File: src/rtl/dmem_arbiter_pkg.sv
// Shared types and constants for the data-memory arbiter slice.
// Imported by dmem_arbiter and arb_wait_counter.
package dmem_arb_pkg;

    typedef enum logic {ARB_CPU_PRIO, ARB_DMA_PRIO} arb_state_t;
    typedef enum logic {GNT_CPU, GNT_DMA} arb_gnt_t;

    localparam int unsigned WAIT_W = 4;

    // Starvation limit as a counter-width value, clamped to the usable range 1..15.
    function automatic logic [WAIT_W-1:0] wait_limit(input int unsigned max_wait);
        logic [WAIT_W-1:0] lim;
        if (max_wait < 1) begin
            lim = WAIT_W'(1);
        end else if (max_wait > 15) begin
            lim = WAIT_W'(15);
        end else begin
            lim = WAIT_W'(max_wait);
        end
        return lim;
    endfunction

endpackage

File: src/rtl/dmem_arbiter_wait_counter.sv
// Saturating DMA starvation counter; o_hit flags the increment that reaches MAX_WAIT.
// Clear has priority over increment.
module arb_wait_counter
    import dmem_arb_pkg::*;
#(
    parameter int unsigned MAX_WAIT = 4
) (
    input  logic clk,
    input  logic rst,
    input  logic i_inc,
    input  logic i_clr,
    output logic o_hit
);

    localparam logic [WAIT_W-1:0] LIMIT = wait_limit(MAX_WAIT);

    logic [WAIT_W-1:0] wait_q;
    logic [WAIT_W-1:0] wait_d;

    always_comb begin
        wait_d = wait_q;
        o_hit  = 1'b0;
        if (i_clr) begin
            wait_d = '0;
        end else if (i_inc && (wait_q != LIMIT)) begin
            wait_d = wait_q + 1'b1;
            o_hit  = (wait_d == LIMIT);
        end
    end

    always_ff @(posedge clk) begin
        if (rst) begin
            wait_q <= '0;
        end else begin
            wait_q <= wait_d;
        end
    end

endmodule

File: src/rtl/dmem_arbiter.sv
// Single-port dmem arbiter: CPU memory stage has default priority, the DMA/debug
// port is promoted after MAX_WAIT lost cycles and gets a registered read return.
module dmem_arbiter
    import dmem_arb_pkg::*;
#(
    parameter int unsigned AW       = 6,
    parameter int unsigned MAX_WAIT = 4
) (
    input  logic          clk,
    input  logic          rst,
    input  logic          i_CpuReq,
    input  logic          i_CpuWe,
    input  logic [31:0]   i_CpuAddr,
    input  logic [31:0]   i_CpuWData,
    output logic [31:0]   o_CpuRData,
    output logic          o_CpuStall,
    input  logic          i_DmaValid,
    input  logic          i_DmaWe,
    input  logic [31:0]   i_DmaAddr,
    input  logic [31:0]   i_DmaWData,
    output logic          o_DmaReady,
    output logic [31:0]   o_DmaRData,
    output logic          o_DmaRValid,
    output logic          o_MemWe,
    output logic [AW-1:0] o_MemAddr,
    output logic [31:0]   o_MemWData,
    input  logic [31:0]   i_MemRData
);

    arb_state_t  state_q;
    arb_state_t  state_d;
    arb_gnt_t    gnt;
    logic        gnt_any;
    logic        cpu_gnt;
    logic        dma_gnt;
    logic        wait_inc;
    logic        wait_clr;
    logic        wait_hit;
    logic [31:0] dma_rdata_q;
    logic [31:0] dma_rdata_d;
    logic        dma_rvalid_q;
    logic        dma_rvalid_d;
    logic        unused_addr_bits;

    assign unused_addr_bits = ^{i_CpuAddr[31:AW], i_DmaAddr[31:AW]};

    always_comb begin
        gnt     = GNT_CPU;
        gnt_any = 1'b0;
        if (state_q == ARB_CPU_PRIO) begin
            if (i_CpuReq) begin
                gnt     = GNT_CPU;
                gnt_any = 1'b1;
            end else if (i_DmaValid) begin
                gnt     = GNT_DMA;
                gnt_any = 1'b1;
            end
        end else begin
            if (i_DmaValid) begin
                gnt     = GNT_DMA;
                gnt_any = 1'b1;
            end else if (i_CpuReq) begin
                gnt     = GNT_CPU;
                gnt_any = 1'b1;
            end
        end
    end

    // Reset masks every grant so no store can commit in a reset cycle.
    always_comb begin
        cpu_gnt    = !rst && gnt_any && (gnt == GNT_CPU);
        dma_gnt    = !rst && gnt_any && (gnt == GNT_DMA);
        o_DmaReady = dma_gnt;
        o_CpuStall = !rst && i_CpuReq && !cpu_gnt;
        o_CpuRData = i_MemRData;
        o_MemWe    = 1'b0;
        o_MemAddr  = i_CpuAddr[AW-1:0];
        o_MemWData = i_CpuWData;
        if (dma_gnt) begin
            o_MemWe    = i_DmaWe;
            o_MemAddr  = i_DmaAddr[AW-1:0];
            o_MemWData = i_DmaWData;
        end else if (cpu_gnt) begin
            o_MemWe    = i_CpuWe;
        end
    end

    assign wait_inc = i_DmaValid && !dma_gnt;
    assign wait_clr = dma_gnt || ((state_q == ARB_DMA_PRIO) && !i_DmaValid);

    arb_wait_counter #(
        .MAX_WAIT (MAX_WAIT)
    ) u_wait_counter (
        .clk   (clk),
        .rst   (rst),
        .i_inc (wait_inc),
        .i_clr (wait_clr),
        .o_hit (wait_hit)
    );

    always_comb begin
        state_d      = state_q;
        dma_rvalid_d = dma_gnt && !i_DmaWe;
        dma_rdata_d  = dma_rvalid_d ? i_MemRData : dma_rdata_q;
        case (state_q)
            ARB_CPU_PRIO: if (wait_hit) state_d = ARB_DMA_PRIO;
            ARB_DMA_PRIO: if (dma_gnt || !i_DmaValid) state_d = ARB_CPU_PRIO;
            default:      state_d = ARB_CPU_PRIO;
        endcase
    end

    always_ff @(posedge clk) begin
        if (rst) begin
            state_q      <= ARB_CPU_PRIO;
            dma_rvalid_q <= 1'b0;
            dma_rdata_q  <= '0;
        end else begin
            state_q      <= state_d;
            dma_rvalid_q <= dma_rvalid_d;
            dma_rdata_q  <= dma_rdata_d;
        end
    end

    assign o_DmaRValid = dma_rvalid_q;
    assign o_DmaRData  = dma_rdata_q;

endmodule
File: config.mk
export PLATFORM = sky130hd
export DESIGN_NAME = dmem_arbiter
export DESIGN_NICKNAME = d
export VERILOG_FILES = /design/src/rtl/dmem_arbiter_pkg.sv /design/src/rtl/dmem_arbiter_wait_counter.sv /design/src/rtl/dmem_arbiter.sv
export SDC_FILE = /design/constraint.sdc
export NUM_CORES = 1
export LEC_CHECK = 0
export BUFFER_PORTS_ARGS = -buffer_cell sky130_fd_sc_hd__buf_2
export CAP_MARGIN = 20
export CORE_AREA = 4 4 103 105
export DETAILED_ROUTE_END_ITERATION = 6
export DIE_AREA = 0 0 107 109
export PLACE_DENSITY = 0.67
export SETUP_SLACK_MARGIN = 0.2
export SYNTH_ARGS = -nofsm -noshare
export SYNTH_HDL_FRONTEND = slang
export SYNTH_SLANG_ARGS = --single-unit
File: constraint.sdc
create_clock -name clk -period 1.8 [get_ports clk]
set_clock_uncertainty 0.1 [all_clocks]
set_input_delay 0.18 -clock clk [delete_from_list [all_inputs] [get_ports clk]]
set_output_delay 0.18 -clock clk [all_outputs]
set_load 0.03 [all_outputs]
Word level (Yosys, flattened, before mapping) --
Index checks and enable logic that the tools add are counted.
Storage, ports and cells: register bits after elaboration 38, latch bits 0, bits in writable memories 0, bits in read-only memories 0, bits of input ports 166, output and inout port bits 106, memories kept 0
Operators by class: add/subtract/negate cells 1, multipliers 0, divide/modulo/power cells 0, order comparisons 0, equal/unequal tests 2, shifts and indexed selects 0, mux-type cells 16, bitwise gates (word level) 2, reductions and logical operators 17
Operators with widths (count):
- 32-bit two-way mux | 1
- 1-bit two-way mux | 13
- 1-bit logical AND | 9
- 6-bit two-way mux | 1
- 1-bit logical NOT | 5
- 4-bit by 1-bit adder with 4-bit output (second input constant) | 1
- 4-bit by 3-bit equality test with 1-bit output (second input constant) | 1
- 4-bit by 3-bit != test with 1-bit output (second input constant) | 1
- 1-bit logical OR | 2
- 1-bit inverter | 2
- 1-bit case mux with 2 select lines | 1
- 2-bit OR reduction | 1

Longest topological paths before layout --
Gate-level depths: netlist of run 1.
word-level depth 12, gate-level depth with buffers 6, depth with buffers taken out 6

Modules after synthesis --
A second synthesis of run 1 with hierarchy kept.
Unflattened totals: cells, all modules 274, area total of the unflattened synthesis 2597.5 µm²
Modules (own cells, without submodules):
- dmem_arbiter | instances 1, cells an instance 239, area an instance 2318.5 µm²
- arb_wait_counter | instances 1, cells an instance 35, area an instance 279.0 µm²

Worst setup path before layout of run 1 --
OpenSTA, ideal clock, no wires.
kind register to output, from reg state_q, to out o_MemAddr[0], arrival time 1.394 ns, slack 0.126 ns, stages on the path, launching flop included 6, cells stage by stage dfxtp_1 > nor2b_4 > nor2_1 > buf_4 > buf_6 > mux2_2
On the way: longest elaborated chain between the ends 4
RTL lines:
- start, declared | line dmem_arbiter.sv:30 | arb_state_t state_q;
- start signal, assigned | line dmem_arbiter.sv:118 | state_q <= state_d;
- 1-bit two-way mux | line dmem_arbiter.sv:50 | if (state_q == ARB_CPU_PRIO) begin
- 1-bit logical AND | line dmem_arbiter.sv:72 | dma_gnt = !rst && gnt_any && (gnt == GNT_DMA);
- 1-bit logical AND (*) | line dmem_arbiter.sv:72
- net o_DmaReady | line dmem_arbiter.sv:21 | output logic o_DmaReady,
- 6-bit two-way mux (*) | line dmem_arbiter.sv:79 | if (dma_gnt) begin
- end, declared | line dmem_arbiter.sv:25 | output logic [AW-1:0] o_MemAddr,
Mark *: on every way through the listed nets, which the timed path passes. The rest lies on a longest branch.

Final worst setup path of run 1 --
from reg state_q, to out o_MemWData[5]
On the way: longest elaborated chain between the ends 4
RTL lines:
- 1-bit two-way mux | line dmem_arbiter.sv:50
- 1-bit logical AND | line dmem_arbiter.sv:72
- 1-bit logical AND (*) | line dmem_arbiter.sv:72
- 32-bit two-way mux (*) | line dmem_arbiter.sv:79
- end, declared | line dmem_arbiter.sv:26 | output logic [31:0] o_MemWData,
Mark *: on every way between the ends. The rest lies on a longest branch, timed or not.

==> results.yml, run 1 <==
floorplan:
  die_x_um: 107
  coreArea_um2: 9639
  dieArea_um2: 11660
  rows: 36
  chipHeight_um: 109
  initial_core_util_pct: 22.90
  ios: 272
worst_setup_path:
  worstPathRequired_ps: 1520
  end_kind: "primary output"
  r2r_slack_ps: 100
  arrival_ps: 1660
  path_cells: "nor2b_4 > nor2_4 > buf_12 > clkbuf_16 > mux2_4 > buf_6"
  crit_slowest_cell: "dfxtp_4"
  path_max_fanout: 5
  worstReg2RegEnd: "o_DmaRData[18]"
  critical_path_class: "reg2out"
  crit_family: "buffers and inverters"
  slowest_delay_ps: 360
  r2r_start: "state_q"
  cp-start-kind: "flip-flop"
  worstPathBufferInverterCount: 3
  ff2ff_path_depth: 7
synth:
  syn_avg_cell_area_um2: 9.987
  synth_flop_cell: "dfxtp_1"
  synth_compound_area_share_pct: 1.984
  synth_common_cells: "39 x nor2_1, 38 x dfxtp_1, 38 x mux2_2, 35 x mux2i_1, 33 x buf_4"
  synth_adder_area_share_pct: 1.701
  seq_area_frac_synth_pct: 34.47
  synth_top_family_by_area: "multiplexers"
  synthesis.nets: 390
  yosysWarnings: 0
  synth.mux.area_fraction_pct: 35.26
  synth_area_um2: 2207
  synth_area_leaders: "dfxtp_1 34%, mux2_2 19%, mux2i_1 16%"
  yosysTopAreaCellShare_pct: 34.47
  synth_area_leader_cell: "dfxtp_1"
  synth_edf_count: 0
  synth_most_common_cell: "nor2_1"
  synth_simple_gate_area_share_pct: 10.32
  synthXorXnorAreaFrac_pct: 1.190
  syn_inst: 221
  synth_seq_cells: 38
  synthDistinctLibCells: 24
  synth-async-reset-ratio_pct: 0
global_route:
  track_usage_pct: 13.48
  grt_pass1_vias: 2432
  grt_max_degree: 38
  overflow: 0
  grt_pass1_wl_um: 12280
  antenna_found_initial: 0
sta:
  slew_headroom_pct: 61.54
  hold_viol_final: 0
  maxSlewViolCount: 0
  worst_slew_pin_slew_ps: 570.9
  setup-violations-final: 38
  worst_slack_ps: -138.0
  grt_setup_unrepaired: "true"
  fmax_ghz: 0.5160
  period_minus_slack_ps: 1938
  fin_crit_sh_pct: 107.7
job:
  max_cap_viol_count: 0
detailed_routing:
  drtIter0Drc: 108
  drtAntennaViolNets: 0
  drc_errors: 0
  wl_um: 9479
  viasPerCell: 4.254
  drtPass1Iterations: 4
  routedWlPerCell_um: 17.05
  vias: 2365
status:
  violations: "setup timing"
  outcome: "complete, but fails checks"
placed_design:
  portBuffers: 219
  place_ws_ps: 81.41
  dp_hpwl_um: 6606
  gp_congestion: 0.7386
cells_and_area:
  syn2layout_area_growth_pct: 80.44
  finish.utilization_pct: 41.32
  antenna_cells: 0
  layout-drive-gt1-share_pct: 68.56
  fin_nets: 591
clocking:
  cts.clk_slew.worst_paths_ps: 80
  clk_latency_ps: 280
  cts_made_buffers: 5
  cts_tree: "built"
  cts_hold_buf: 0
  ctsRootBufferMaster: "clkbuf_8"
  htreeDepth: 2
  cts.sinks: 38
  clockBufferDepth: 2
hold_path:
  min-delay-start: "i_MemRData[13]"
  min_to: "o_DmaRData[13]"
  hold_depth: 3
  hold_path_class: "in2reg"
power:
  pwr_density_cell_nw_per_um2: 591.1
  peakVddDrop_v: 0.0004052
  power_leakage_nw: 2.003
-- per-layer routing --
metal	share of wire [%]	global-route usage (%)	vias up	routed length, um
met3	8.6	3.730	21	812
met2	51	24.82	150	4843
met1	36	14.22	1079	3448
met5	0	0	-	0
met4	4.0	6.393	0	375
li1	-	-	1115	-
-- how the worst max path moves through the flow --
stage	startpoint	endpoint	slack (ps)	cells after the start
2_1_floorplan	state_q	o_MemAddr[0]	200	5
3_3_place_gp	rst	o_MemWData[23]	110	6
3_5_place_dp	rst	o_MemWData[26]	80	6
4_1_cts	state_q	o_MemWData[21]	-150	6
5_1_grt	state_q	o_MemWData[21]	-190	6
6_report	state_q	o_MemWData[5]	-140	6
-- through the flow --
step           hold WS [ps]  cells  TNS (ps)  instance area (um2)  total power [mW]
2_1_floorplan         227.2    221         0                 2250             1.354
3_3_place_gp          323.3    533         0                 3241             1.574
3_5_place_dp          337.5    533         0                 3241             1.584
6_report              38.58    556     -3787                 3983             2.354
4_1_cts               27.68    548     -3932                 3767             2.351
5_1_grt               41.98    556     -5710                 3983             2.454
-- sequential cells by signal (all words and copies together), names as in the netlist --
signal,flops
u_wait_counter.wait_q,4
state_q,1
o_DmaRValid,1
o_DmaRData,32
-- layout make-up --
type                    instances  area (um2)
flip-flops and latches         38       764.5
clock inverters                 2       12.51
well taps                     133       166.4
multi-input cells             136        1255
fillers                       956        5657
inverters                       4       15.01
clock buffers                   6       82.58
repair buffers                237        1687
-- power by group --
group | internal [mW] | total [mW] | switching (mW) | leakage [nW]
combinational | 0.402 | 0.872 | 0.470 | 1.65
clock | 0.308 | 0.615 | 0.307 | 0.0472
sequential | 0.857 | 0.867 | 0.00988 | 0.308
-- timing repair --
action	4_1_cts	5_1_grt
setup endpoints to repair	39	58
cloned	3	5
buffers inserted	4	3
gates resized for setup	99	14
pin swaps	2	2
-- worst min-delay path, stage by stage --
cell and delay, ps:
buf_2 80, mux2i_1 60, nor2_1 70
-- cell usage in the layout, fill, tap and decap left out --
cell and instances:
xnor2_1 2, nor3_4 1, buf_12 4, mux2_4 33, a21oi_1 1, nand2_1 4, nand3_1 1, nand3b_1 1
nor4b_1 1, o21ai_0 2, inv_1 4, clkinv_2 1, mux2i_1 35, xor2_1 1, o211ai_1 2, dfxtp_1 37
mux2_2 5, o221ai_2 1, buf_16 3, a21oi_2 1, nor2_4 1, ha_1 3, clkbuf_8 6, buf_4 4
dfxtp_4 1, nor2_1 38, buf_2 179, clkbuf_16 5, nand2b_2 1, clkinvlp_4 1, buf_6 42, nor2b_4 1
and3_1 1
-- logic make-up (layout without fill, tap and decap cells) --
group	after synthesis	after routing
adder cells (fa/ha/maj)	3	3
multiplexers	73	73
XOR/XNOR	3	3
flip-flops	38	38
AND/OR/NAND/NOR	50	50
buffers and inverters	47	249
AO/OA/AOI/OAI	7	7
Power figures use the tool's default switching activity.
==> inputs of run 2 (changes only) <==
--- a/config.mk
+++ b/config.mk
@@ -10,6 +10,7 @@
 export CORE_AREA = 4 4 103 105
 export DETAILED_ROUTE_END_ITERATION = 6
 export DIE_AREA = 0 0 107 109
+export GPL_ROUTABILITY_DRIVEN = 0
 export PLACE_DENSITY = 0.67
 export SETUP_SLACK_MARGIN = 0.2
 export SYNTH_ARGS = -nofsm -noshare
==> constraint.sdc (replaced) <==
create_clock -name clk -period 1.8 [get_ports clk]
set_clock_uncertainty 0.1 [all_clocks]
set_input_delay 0.36 -clock clk [delete_from_list [all_inputs] [get_ports clk]]
set_output_delay 0.36 -clock clk [all_outputs]
set_load 0.03 [all_outputs]
==> run 2 against run 1 <==
The run still ends with setup timing left. Count of clock-buffer cells in the layout is the same. Global-route usage shrank 1.3 points. Cell count grew 0.72%. Clock power fell by 5.9%. Sequential share of layout area down 0.31 points. Flip-flop and latch count unchanged. Total power fell by 0.78%. Highest routed layer unchanged.
==> results.yml, run 2 (synthesized netlist as in run 1, its figures left out) <==
detailed_routing:
  drc_errors: 0
  vias: 2377
  drtAntennaViolNets: 0
  drtIter0Drc: 96
  viasPerCell: 4.245
  wl_um: 9210
  drtPass1Iterations: 4
  routedWlPerCell_um: 16.45
floorplan:
  ios: 272
  die_x_um: 107
  initial_core_util_pct: 22.90
  rows: 36
  dieArea_um2: 11660
  chipHeight_um: 109
  coreArea_um2: 9639
cells_and_area:
  layout_commonest_cell: "buf_2"
  antenna_cells: 0
  largest_reg_flops: 32
  final_area_um2: 4035
  final_cell_mix: "179 x buf_2, 42 x buf_6, 38 x mux2_4, 38 x nor2_1, 37 x dfxtp_1"
  n_fill_cell: 980
  fin_nets: 597
  syn2layout_area_growth_pct: 82.82
  layout-drive-gt1-share_pct: 70.02
worst_setup_path:
  critical_path_class: "reg2out"
  r2r_slack_ps: 60
  end_kind: "primary output"
  worstReg2RegEnd: "o_DmaRData[8]"
  r2r_start: "state_q"
  arrival_ps: 1580
  critPathLaunch: "state_q"
  worstPathRequired_ps: 1340
  ff2ff_path_depth: 9
  cp-start-kind: "flip-flop"
  path_max_fanout: 7
sta:
  slew_headroom_pct: 72.83
  fmax_ghz: 0.4894
  fin_crit_sh_pct: 113.5
  tns_ps: -8666
  worst_slew_pin_slew_ps: 407.6
  hold_viol_final: 0
  setup-violations-final: 39
  maxSlewViolCount: 0
  hold-worst-slack_ps: 223.2
  worst_slack_ps: -243.2
  period_minus_slack_ps: 2043
  grt_setup_unrepaired: "true"
power:
  p_seq_share_pct: 37.2
  power_leakage_nw: 2.046
  power_frac_comb_pct: 38.0
  peakVddDrop_v: 0.0003973
  p_sw_share_pct: 32.84
  clockPowerShare_pct: 24.8
  p_int_mw: 1.569
  p_sw_mw: 0.7669
  pwr_density_cell_nw_per_um2: 578.8
status:
  violations: "setup timing"
  outcome: "complete, but fails checks"
clocking:
  clockBufferDepth: 2
  cts.clk_slew.worst_paths_ps: 70
  cts_hold_buf: 0
  cts_tree: "built"
  cts_made_buffers: 5
  htreeDepth: 2
  clk_latency_ps: 280
  cts.sinks: 38
  ctsRootBufferMaster: "clkbuf_8"
global_route:
  overflow: 0
  antenna_found_initial: 0
  track_usage_pct: 12.21
  grt_max_degree: 40
  grt_pass1_wl_um: 11360
  grt_pass1_vias: 2292
job:
  max_cap_viol_count: 0
placed_design:
  place_ws_ps: -203.8
  portBuffers: 219
  place_area_um2: 3302
  dp_hpwl_um: 6208
hold_path:
  min-delay-start: "i_MemRData[9]"
  min_to: "o_DmaRData[9]"
  hold_depth: 3
  hold_path_class: "in2reg"
run 2: cell count changes in the layout (fill, tap and decap cells not counted), moves of 3 or more:
cell / before / now
buf_16: 3 / 0
buf_4: 4 / 9
buf_8: 0 / 3
mux2_2: 5 / 0
mux2_4: 33 / 38
mux2i_1: 35 / 30
mux2i_2: 0 / 5
run 2: final cells by class:
class / count / area, um2 / area share [%]
Clock buffer: 6 / 82.58 / 2.047
Inverter: 4 / 15.01 / 0.3721
Multi-Input combinational cell: 136 / 1297 / 32.15
Sequential cell: 38 / 762.0 / 18.88
Tap cell: 133 / 166.4 / 4.124
Timing Repair Buffer: 243 / 1712 / 42.42
run 2: worst max-delay path by stage:
stage                     end  slack, ps  cells past startpoint
2_1_floorplan    o_MemAddr[0]         50                      5
3_3_place_gp   o_MemWData[15]       -180                      6
3_5_place_dp   o_MemWData[19]       -200                      6
4_1_cts        o_MemWData[19]       -260                      5
5_1_grt          o_MemAddr[4]       -290                      6
6_report       o_MemWData[20]       -240                      6
run 2: stage by stage:
stage	instances	power, mW	utilization [%]
finish	560	2.336	41.86
global route	560	2.453	41.86
CTS	545	2.238	36.60
detailed placement	539	1.590	34.25
global placement	539	1.582	34.25
floorplan	221	1.361	-
run 2: repair_timing:
action / in CTS / in global routing
buffers inserted: 0 / 5
endpoints found under the setup margin: 41 / 70
resized for setup: 52 / 70
pin swaps: 1 / 3
cloned: 0 / 10
run 2: worst max-delay path, cell delays in order (launching register included):
cell and delay [ps]:
dfxtp_2 340, nor2b_4 140, nor2_4 60, buf_12 140, clkbuf_16 160, mux2_4 310, buf_6 140
run 2: power groups by stage:
| stage | clock (mW) | sequential (mW) | combinational (mW) |
|---|---|---|---|
| after floorplan | 0 | 0.920 | 0.441 |
| after global placement | 0 | 0.888 | 0.694 |
| after detailed placement | 0 | 0.888 | 0.702 |
| after CTS | 0.611 | 0.869 | 0.758 |
| after global routing | 0.650 | 0.872 | 0.930 |
| final | 0.579 | 0.869 | 0.887 |
run 2: routing by layer:
layer	global-route usage (%)	vias up	share of wire, %
met3	2.724	9	9.2
met4	3.653	0	1.4
li1	-	1130	-
met2	22.98	149	52
met5	0	-	0
met1	13.71	1089	37
==> inputs of run 3 (changes only) <==
==> constraint.sdc (replaced) <==
create_clock -name clk -period 1.8 [get_ports clk]
set_clock_uncertainty 0.1 [all_clocks]
set_input_delay 0.36 -clock clk [delete_from_list [all_inputs] [get_ports clk]]
set_output_delay 0.36 -clock clk [all_outputs]
set_load 0.02 [all_outputs]
==> run 3 against run 2 <==
The run still ends with setup timing left. Fmax is 0.49% lower. Largest power group is now sequential cells. Total power increased by 0.30%. Critical endpoint is now o_MemWData[16]. Sequential power about the same.
==> results.yml, run 3 (synthesized netlist as in run 1, its figures left out) <==
clocking:
  cts_tree: "built"
  clockBufferDepth: 2
  cts_hold_buf: 0
  cts_made_buffers: 5
  cts.clk_slew.worst_paths_ps: 80
  clk_latency_ps: 270
  htreeDepth: 2
  ctsRootBufferMaster: "clkbuf_8"
  cts.sinks: 38
cells_and_area:
  layout_commonest_cell: "buf_2"
  syn2layout_area_growth_pct: 81.24
  largest_reg_flops: 32
  final_cell_mix: "183 x buf_2, 38 x nor2_1, 37 x dfxtp_1, 35 x buf_6, 33 x mux2i_1"
  antenna_cells: 0
  layout-drive-gt1-share_pct: 69.00
  n_fill_cell: 971
  layout.cells.non_filler: 562
  fin_nets: 597
detailed_routing:
  routedWlPerCell_um: 15.71
  drtIter0Drc: 87
  viasPerCell: 4.222
  wl_um: 8829
  vias: 2373
  drc_errors: 0
  drtAntennaViolNets: 0
  drtPass1Iterations: 4
job:
  max_cap_viol_count: 0
floorplan:
  chipHeight_um: 109
  ios: 272
  initial_core_util_pct: 22.90
  die_x_um: 107
  coreArea_um2: 9639
  rows: 36
  dieArea_um2: 11660
worst_setup_path:
  crit_slowest_cell: "dfxtp_2"
  r2r_slack_ps: 80
  critical_path_class: "reg2out"
  end_kind: "primary output"
  worstPathBufferInverterCount: 3
  worstPathRequired_ps: 1340
  cp-start-kind: "flip-flop"
  crit_family: "buffers and inverters"
  path_cells: "nor2b_4 > nor2_4 > buf_12 > clkbuf_16 > mux2_4 > buf_6"
  path_max_fanout: 5
  slowest_delay_ps: 350
  arrival_ps: 1590
sta:
  fin_crit_sh_pct: 114.1
  period_minus_slack_ps: 2053
  maxSlewViolCount: 0
  slew_headroom_pct: 72.17
  setup-violations-final: 40
  fmax_ghz: 0.4870
  worst_slack_ps: -253.3
  grt_setup_unrepaired: "true"
  worst_slew_pin_slew_ps: 417.5
  hold_viol_final: 0
global_route:
  track_usage_pct: 12.67
  grt_max_degree: 38
  grt_pass1_vias: 2281
  overflow: 0
  grt_pass1_wl_um: 11640
  antenna_found_initial: 2
status:
  violations: "setup timing"
  outcome: "complete, but fails checks"
placed_design:
  dp_cells: 540
  dp_hpwl_um: 6475
  portBuffers: 219
power:
  pwr_density_cell_nw_per_um2: 585.6
  p_seq_share_pct: 37.1
  power_frac_comb_pct: 32.8
  clockPowerShare_pct: 30.1
  peakVddDrop_v: 0.0004174
  p_sw_mw: 0.6745
  power_leakage_nw: 2.011
  p_int_mw: 1.668
  p_total_mw: 2.343
  p_sw_share_pct: 28.79
hold_path:
  hold_path_class: "in2reg"
[run 3: cell count changes in the layout (fill, tap and decap cells not counted), moves of 2 or more]
cell | before | now
buf_4 | 9 | 13
buf_2 | 179 | 183
clkbuf_1 | 0 | 2
mux2i_1 | 30 | 33
buf_6 | 42 | 35
mux2_4 | 38 | 29
buf_8 | 3 | 1
mux2i_2 | 5 | 1
buf_16 | 0 | 2
clkbuf_16 | 6 | 4
mux2_2 | 0 | 9
[run 3: routing by layer]
| layer | global-route usage [%] | share of wire, % | vias up |
|---|---|---|---|
| met3 | 4.381 | 9.9 | 11 |
| met2 | 24.73 | 52 | 143 |
| li1 | - | - | 1127 |
| met4 | 3.014 | 1.2 | 4 |
| met5 | 0 | 0.31 | - |
| met1 | 12.89 | 37 | 1088 |
[run 3: per-stage QoR]
step / area, um2 / setup WS (ps) / utilization [%] / hold slack (ps) / setup TNS [ps]
4_1_cts: 3625 / -267.3 / 37.60 / 212.6 / -7997
3_3_place_gp: 3311 / -162.5 / 34.35 / 366.8 / -5174
2_1_floorplan: 2266 / 78.92 / - / 407.2 / 0
6_report: 4000 / -253.3 / 41.50 / 221.9 / -8227
3_5_place_dp: 3311 / -177.7 / 34.35 / 375.7 / -5720
5_1_grt: 4000 / -312.8 / 41.50 / 217.4 / -10650
[run 3: worst paths after layout]
| path | startpoint | endpoint | cells past startpoint |
|---|---|---|---|
| worst max-delay path | state_q | o_MemWData[16] | 6 |
| worst min-delay path | i_MemRData[29] | o_DmaRData[29] | 3 |
| worst max register to register | state_q | o_DmaRData[11] | 9 |
| worst min register to register | o_DmaRData[20] | o_DmaRData[20] | 2 |
[run 3: area by class of cell]
type                       instances  area (um2)  share of cell area (%)
sequential                        38       762.0                   19.05
inverter                           4       15.01                  0.3754
timing repair buffer             243        1678                   41.95
clock inverter                     1       30.03                  0.7507
clock buffer                       7       76.32                   1.908
tap                              133       166.4                   4.160
multi-input combinational        136        1272                   31.81
[run 3: power groups by stage]
| stage | registers (mW) | logic, mW | clock network [mW] |
|---|---|---|---|
| final | 0.869 | 0.768 | 0.705 |
| after global routing | 0.872 | 0.810 | 0.769 |
| after CTS | 0.869 | 0.676 | 0.730 |
| after detailed placement | 0.888 | 0.612 | 0 |
| after global placement | 0.888 | 0.606 | 0 |
| after floorplan | 0.908 | 0.359 | 0 |
[run 3: repair_timing]
action                                  in CTS  in global routing
setup buffers                                3                  4
gates cloned                                 2                  5
endpoints found under the setup margin      40                 75
pin swaps                                    2                  4
gates resized for setup                     40                 61
[run 3: worst reg2reg max path, delay by kind of cell, from the launching register on]
family                 cells  cell delay (ps)
DFF                        1              350
buffers and inverters      5              680
and+or+nand+nor            3              290
muxes                      1              180
